[config.mk]
export PLATFORM = sky130hd
export DESIGN_NAME = pc_fetch_ctrl
export DESIGN_NICKNAME = d
export VERILOG_FILES = /design/src/rtl/pc_fetch_ctrl_pkg.sv /design/src/rtl/pc_fetch_ctrl.sv
export SDC_FILE = /design/constraint.sdc
export NUM_CORES = 1
export LEC_CHECK = 0
export BUFFER_PORTS_ARGS = -buffer_cell sky130_fd_sc_hd__buf_2
export CORE_MARGIN = 5
export CORE_UTILIZATION = 57
export CTS_BUF_LIST = sky130_fd_sc_hd__clkbuf_8
export CTS_CLUSTER_DIAMETER = 120
export DETAILED_ROUTE_END_ITERATION = 8
export GPL_TIMING_DRIVEN = 0
export PLACE_DENSITY = 0.92
export SLEW_MARGIN = 5
export SYNTH_ARGS = -nofsm -noshare
export SYNTH_HDL_FRONTEND = slang
export SYNTH_SLANG_ARGS = --single-unit
[constraint.sdc]
create_clock -name clk -period 3.2 [get_ports clk]
set_clock_uncertainty 0.15 [all_clocks]
set_input_delay 0 -clock clk [delete_from_list [all_inputs] [get_ports clk]]
set_output_delay 0 -clock clk [all_outputs]
set_load 0.005 [all_outputs]
[src/rtl/pc_fetch_ctrl_pkg.sv]
// Shared types and constants for the instruction fetch controller.
// Fetch FSM encoding, datapath width and reset-time defaults.
package pc_fetch_ctrl_pkg;

  localparam int CPU_XLEN = 32;
  localparam logic [CPU_XLEN-1:0] RESET_PC_DEFAULT = 32'h0000_0000;
  localparam logic [CPU_XLEN-1:0] INSTR_NOP = 32'h0000_0013;

  typedef enum logic [1:0] {
    REQ  = 2'd0,
    WAIT = 2'd1,
    KILL = 2'd2
  } fetch_state_t;

endpackage

[src/rtl/pc_fetch_ctrl.sv]
// IF-stage fetch controller: owns the fetch PC, issues one imem request at a time,
// and hands {pc, instr} to IF/ID through a single-entry buffer.
//
// state | meaning
// REQ   | nothing in flight; request pc_q when the output buffer can accept
// WAIT  | one fetch in flight; its response fills the buffer
// KILL  | one stale fetch in flight (redirected); its response is discarded
module pc_fetch_ctrl
  import pc_fetch_ctrl_pkg::*;
#(
  parameter int XLEN = CPU_XLEN,
  parameter logic [XLEN-1:0] RESET_PC = XLEN'(RESET_PC_DEFAULT)
) (
  input  logic            clk,
  input  logic            rst_n,
  input  logic            stall_i,
  input  logic            redirect_i,
  input  logic [XLEN-1:0] redirect_pc_i,
  output logic            imem_req_o,
  output logic [XLEN-1:0] imem_addr_o,
  input  logic            imem_gnt_i,
  input  logic            imem_rvalid_i,
  input  logic [XLEN-1:0] imem_rdata_i,
  output logic            if_valid_o,
  output logic [XLEN-1:0] if_pc_o,
  output logic [XLEN-1:0] if_instr_o,
  output logic            flush_o,
  output logic            misalign_o
);

  fetch_state_t    state_q, state_d;
  logic [XLEN-1:0] pc_q;
  logic [XLEN-1:0] inflight_pc_q;
  logic            buf_free;
  logic            handshake;
  logic            fill;

  assign buf_free    = !if_valid_o || !stall_i;
  assign handshake   = imem_req_o && imem_gnt_i;
  assign fill        = (state_q == WAIT) && imem_rvalid_i && !redirect_i;
  assign flush_o     = redirect_i;
  assign imem_addr_o = pc_q;

  always_ff @(posedge clk or negedge rst_n) begin
    if (!rst_n) state_q <= REQ;
    else        state_q <= state_d;
  end

  // rvalid while in REQ is a protocol violation and is simply ignored.
  always_comb begin
    state_d = state_q;
    unique case (state_q)
      REQ: begin
        if (handshake) state_d = redirect_i ? KILL : WAIT;
      end
      WAIT: begin
        if (imem_rvalid_i)   state_d = REQ;
        else if (redirect_i) state_d = KILL;
      end
      KILL: begin
        if (imem_rvalid_i) state_d = REQ;
      end
      default: state_d = REQ;
    endcase
  end

  always_comb begin
    imem_req_o = (state_q == REQ) && buf_free;
  end

  always_ff @(posedge clk or negedge rst_n) begin
    if (!rst_n) begin
      pc_q          <= RESET_PC;
      inflight_pc_q <= '0;
      misalign_o    <= 1'b0;
    end else begin
      misalign_o <= redirect_i && redirect_pc_i[1];
      if (handshake) inflight_pc_q <= pc_q;
      // A redirect always wins; a killed fetch never advances the PC.
      if (redirect_i)     pc_q <= redirect_pc_i;
      else if (handshake) pc_q <= pc_q + XLEN'(4);
    end
  end

  always_ff @(posedge clk or negedge rst_n) begin
    if (!rst_n) begin
      if_valid_o <= 1'b0;
      if_pc_o    <= '0;
      if_instr_o <= '0;
    end else if (redirect_i) begin
      if_valid_o <= 1'b0;
    end else if (fill) begin
      if_valid_o <= 1'b1;
      if_pc_o    <= inflight_pc_q;
      if_instr_o <= imem_rdata_i;
    end else if (if_valid_o && !stall_i) begin
      if_valid_o <= 1'b0;
    end
  end

endmodule

==> flow_summary_export.csv <==
group,metric,value,unit
status,status,"finished with violations",
status,violations,"negative hold slack",
timing,hold-worst-slack,-5.37,ps
place,numPortBuffers,169,
global_routing,grt_pass1_vias,5227,
yosys,synth_ff_type,"dfrtp_1",
yosys,post_synth_instance_area,5600,um2
yosys,synth.yosys.seq_area_share,58.9,%
global_routing,grt_util_all_layers,30.1,%
floorplan,floorplan.initialDensity,57.9,%
layout,design_area,7910,um2
clock_network,clk-insertion-delay-late,440,ps
place,dp_cells,744,
yosys,synth_largest_type_area_fraction,58.9,%
clock_network,cts_repair_resize_count,0,
drt,final_antenna_net_count,0,
yosys,postSynthRegisterBits,132,
drt,dr.first_iter.drc_count,264,
worst_setup_path,timing.rr.end,"imem_addr_o[24]$_DFFE_PN0P_",
clock_network,clock_path_buffers,2,
pwr,switching_share,29.7,%
timing,period_minus_slack,2740,ps
drt,drt_first_pass_iters,5,
clock_network,clk_root_buffer_cell,"clkbuf_8",
flow_run,max_cap_violations,0,
timing,timing.final.hold_violations,1,
clock_network,clock_slew_at_the_register_clock_pins_of_the_worst_setup_and_hold_paths,80,ps
drt,post_drt_via_cell_ratio,5.75,
timing,worstMarginPinSlew,671,ps
layout,final_common_cell,"buf_2",
layout,antennaDiodeCount,0,
pwr,switching_power_total,0.00172,W
drt,drc,0,
timing,relSlewSlack,55.3,%
place,gp_routability_congestion,0.841,
yosys,syn_inst,441,
pwr,power.clock.fraction,27.2,%
clock_network,cts_buffers,17,
place,placement.cell_area,6650,um2
pwr,internal-power,0.00407,W
clock_network,tritoncts_clock_tree,"yes",
min_path,worst_hold_startpoint,"redirect_i",
floorplan,fp.dieArea,11900,um2
min_path,hold_path_depth,3,
yosys,postSynthNetCount,512,
yosys,number_of_enable_flip_flop_cells_after_synthesis,0,
pwr,pwr_dens,733,nW/um2
worst_setup_path,crit_arrival,2910,ps
worst_setup_path,cp-end-kind,"flip-flop",
floorplan,die_h,109,um
timing,max_freq,365,MHz
yosys,synthArstFlopShare,100,%
clock_network,ctsHoldBuffers,79,
worst_setup_path,worst-r2r-cell-count,6,
worst_setup_path,worst-setup-path-type,"reg2reg",
floorplan,floorplan.rows,36,
drt,dr_total_vias,4920,
pwr,worst_ir_drop_vdd,0.000458,V
yosys,biggest_area_contributors_in_the_synthesized_netlist,"dfrtp_1 59%, mux2_2 19%, o31ai_1 1.7%",
place,post-place-ws,740,ps
layout,instances_no_fill,855,
global_routing,grt_pass1_wl,27000,um
worst_setup_path,setup.reg_to_reg.worst_slack,460,ps
clock_network,number_of_clock_sinks_seen_by_cts,132,
floorplan,floorplan.core_area,9680,um2
yosys,netlist.top_cell.by_area,"dfrtp_1",
layout,synthToLayoutAreaGrowth,41.2,%
yosys,synth_area_per_cell,12.7,um2
place,detailedPlacementHpwl,10500,um
worst_setup_path,timing.critical_path.from_type,"flip-flop",
global_routing,grt_max_degree,73,
floorplan,floorplan.io_pins,170,
timing,layout_setup_ws,463,ps
global_routing,grt.overflow.total,0,
global_routing,antenna_found_initial,0,
timing,rsz_0062_raised_after_global_routing,"false",
timing,fin_setup_tns,0,ps
pwr,seq_pwr_share,45.9,%
worst_setup_path,reg2reg_from,"imem_addr_o[2]$_DFFE_PN0P_",
worst_setup_path,crit_fanout,7,
drt,wl_per_cell,20.3,um
layout,layout.cells.most_common_list,"176 x buf_2, 132 x dfrtp_1, 94 x mux2_2, 78 x dlygate4sd3_1, 25 x nand2_1",
clock_network,htree_num_levels,4,
pwr,power.leakage,3.59,nW
layout,layout-drive-gt1-share,43.1,%
pwr,pwr-share-comb,26.8,%
min_path,hp-class,"in2reg",
clock_network,cts_setup_buffers,0,
layout,nNetsFinal,780,
yosys,ys_types,41,
yosys,synth_warnings,0,
drt,totalWireLength,17400,um
floorplan,die-width,109,um
timing,share_of_the_clock_period_used_by_the_worst_path_after_layout,85.5,%
timing,finalMaxSlewViolations,0,
worst_setup_path,crit_required,3370,ps
timing,setup_viol_count_final,0,
min_path,hold_end,"imem_addr_o[9]$_DFFE_PN0P_",
cells in the mapped netlist, types with 4 or more instances:
library cell	number
clkbuf_1	14
xor2_1	4
nand3_1	13
o21ai_0	19
or4_1	12
nor2b_1	4
and4_1	5
nand4_1	10
nand2_1	25
nor2_1	16
inv_1	7
or3_1	5
nor3_1	4
buf_2	8
nor4_1	7
mux2_2	94
a31oi_1	15
o31ai_1	13
xnor2_1	7
dfrtp_1	132
sequential cells by signal, indices dropped and copies added, names as in the netlist:
register       count
if_valid_o         1
imem_addr_o       32
state_q            2
if_instr_o        32
misalign_o         1
inflight_pc_q     32
if_pc_o           32
power groups by stage:
stage          clock network (W)  registers (W)  logic, W
2_1_floorplan                  0        0.00262  0.000681
3_3_place_gp                   0        0.00259   0.00137
3_5_place_dp                   0        0.00265   0.00143
4_1_cts                  0.00159        0.00262   0.00153
5_1_grt                  0.00167        0.00273   0.00169
6_report                 0.00158        0.00266   0.00156
logic make-up (layout without fill, tap and decap cells):
| kind of cell | after synthesis | after routing | share of synthesized area, % |
|---|---|---|---|
| DFF | 132 | 132 | 58.9 |
| xor gates and xnor gates | 11 | 11 | 1.72 |
| and+or+nand+nor | 112 | 112 | 11.0 |
| adders and majority gates | 1 | 1 | 0.223 |
| buffers and inverters | 33 | 314 | 2.61 |
| AOI/OAI and AO/OA | 57 | 57 | 6.41 |
| muxes | 95 | 95 | 19.1 |
per-stage QoR:
stage	power [W]	utilization, %
2_1_floorplan	0.00330	-
6_report	0.00580	81.7
3_5_place_dp	0.00408	68.7
5_1_grt	0.00609	81.7
4_1_cts	0.00574	81.7
3_3_place_gp	0.00396	68.3
cell type report:
cell class / count / area (um2)
Clock inverter: 12 / 178
Inverter: 8 / 30.0
Timing Repair Buffer: 249 / 1690
Fill cell: 533 / 1770
Clock buffer: 20 / 275
Tap cell: 133 / 166
Sequential cell: 132 / 3300
Buffer: 25 / 116
Multi-Input combinational cell: 276 / 2150
metal layers:
metal	global-route usage, %	wire length (um)
met5	0	0
met2	50.7	8790
met4	14.9	573
met1	35.7	6630
met3	7.76	1360
how the worst max path moves through the flow:
stage	start	end	slack, ps	depth (start not counted)
5_1_grt	imem_addr_o[2]$_DFFE_PN0P_	imem_addr_o[24]$_DFFE_PN0P_	300	6
3_3_place_gp	rst_n	inflight_pc_q[7]$_DFFE_PN0P_	420	1
6_report	imem_addr_o[2]$_DFFE_PN0P_	imem_addr_o[24]$_DFFE_PN0P_	460	6
2_1_floorplan	imem_addr_o[2]$_DFFE_PN0P_	imem_addr_o[28]$_DFFE_PN0P_	1010	5
3_5_place_dp	imem_addr_o[2]$_DFFE_PN0P_	imem_addr_o[18]$_DFFE_PN0P_	740	6
4_1_cts	imem_addr_o[2]$_DFFE_PN0P_	imem_addr_o[24]$_DFFE_PN0P_	530	6
worst max-delay path: stages, from the launching register on:
cell and delay, ps:
dfrtp_1 490, ha_1 250, nand4_1 230, or4_4 590, o21ai_0 180, a31oi_1 110, dlygate4sd3_1 610
Note: power is estimated with default switching activity, not from simulation.
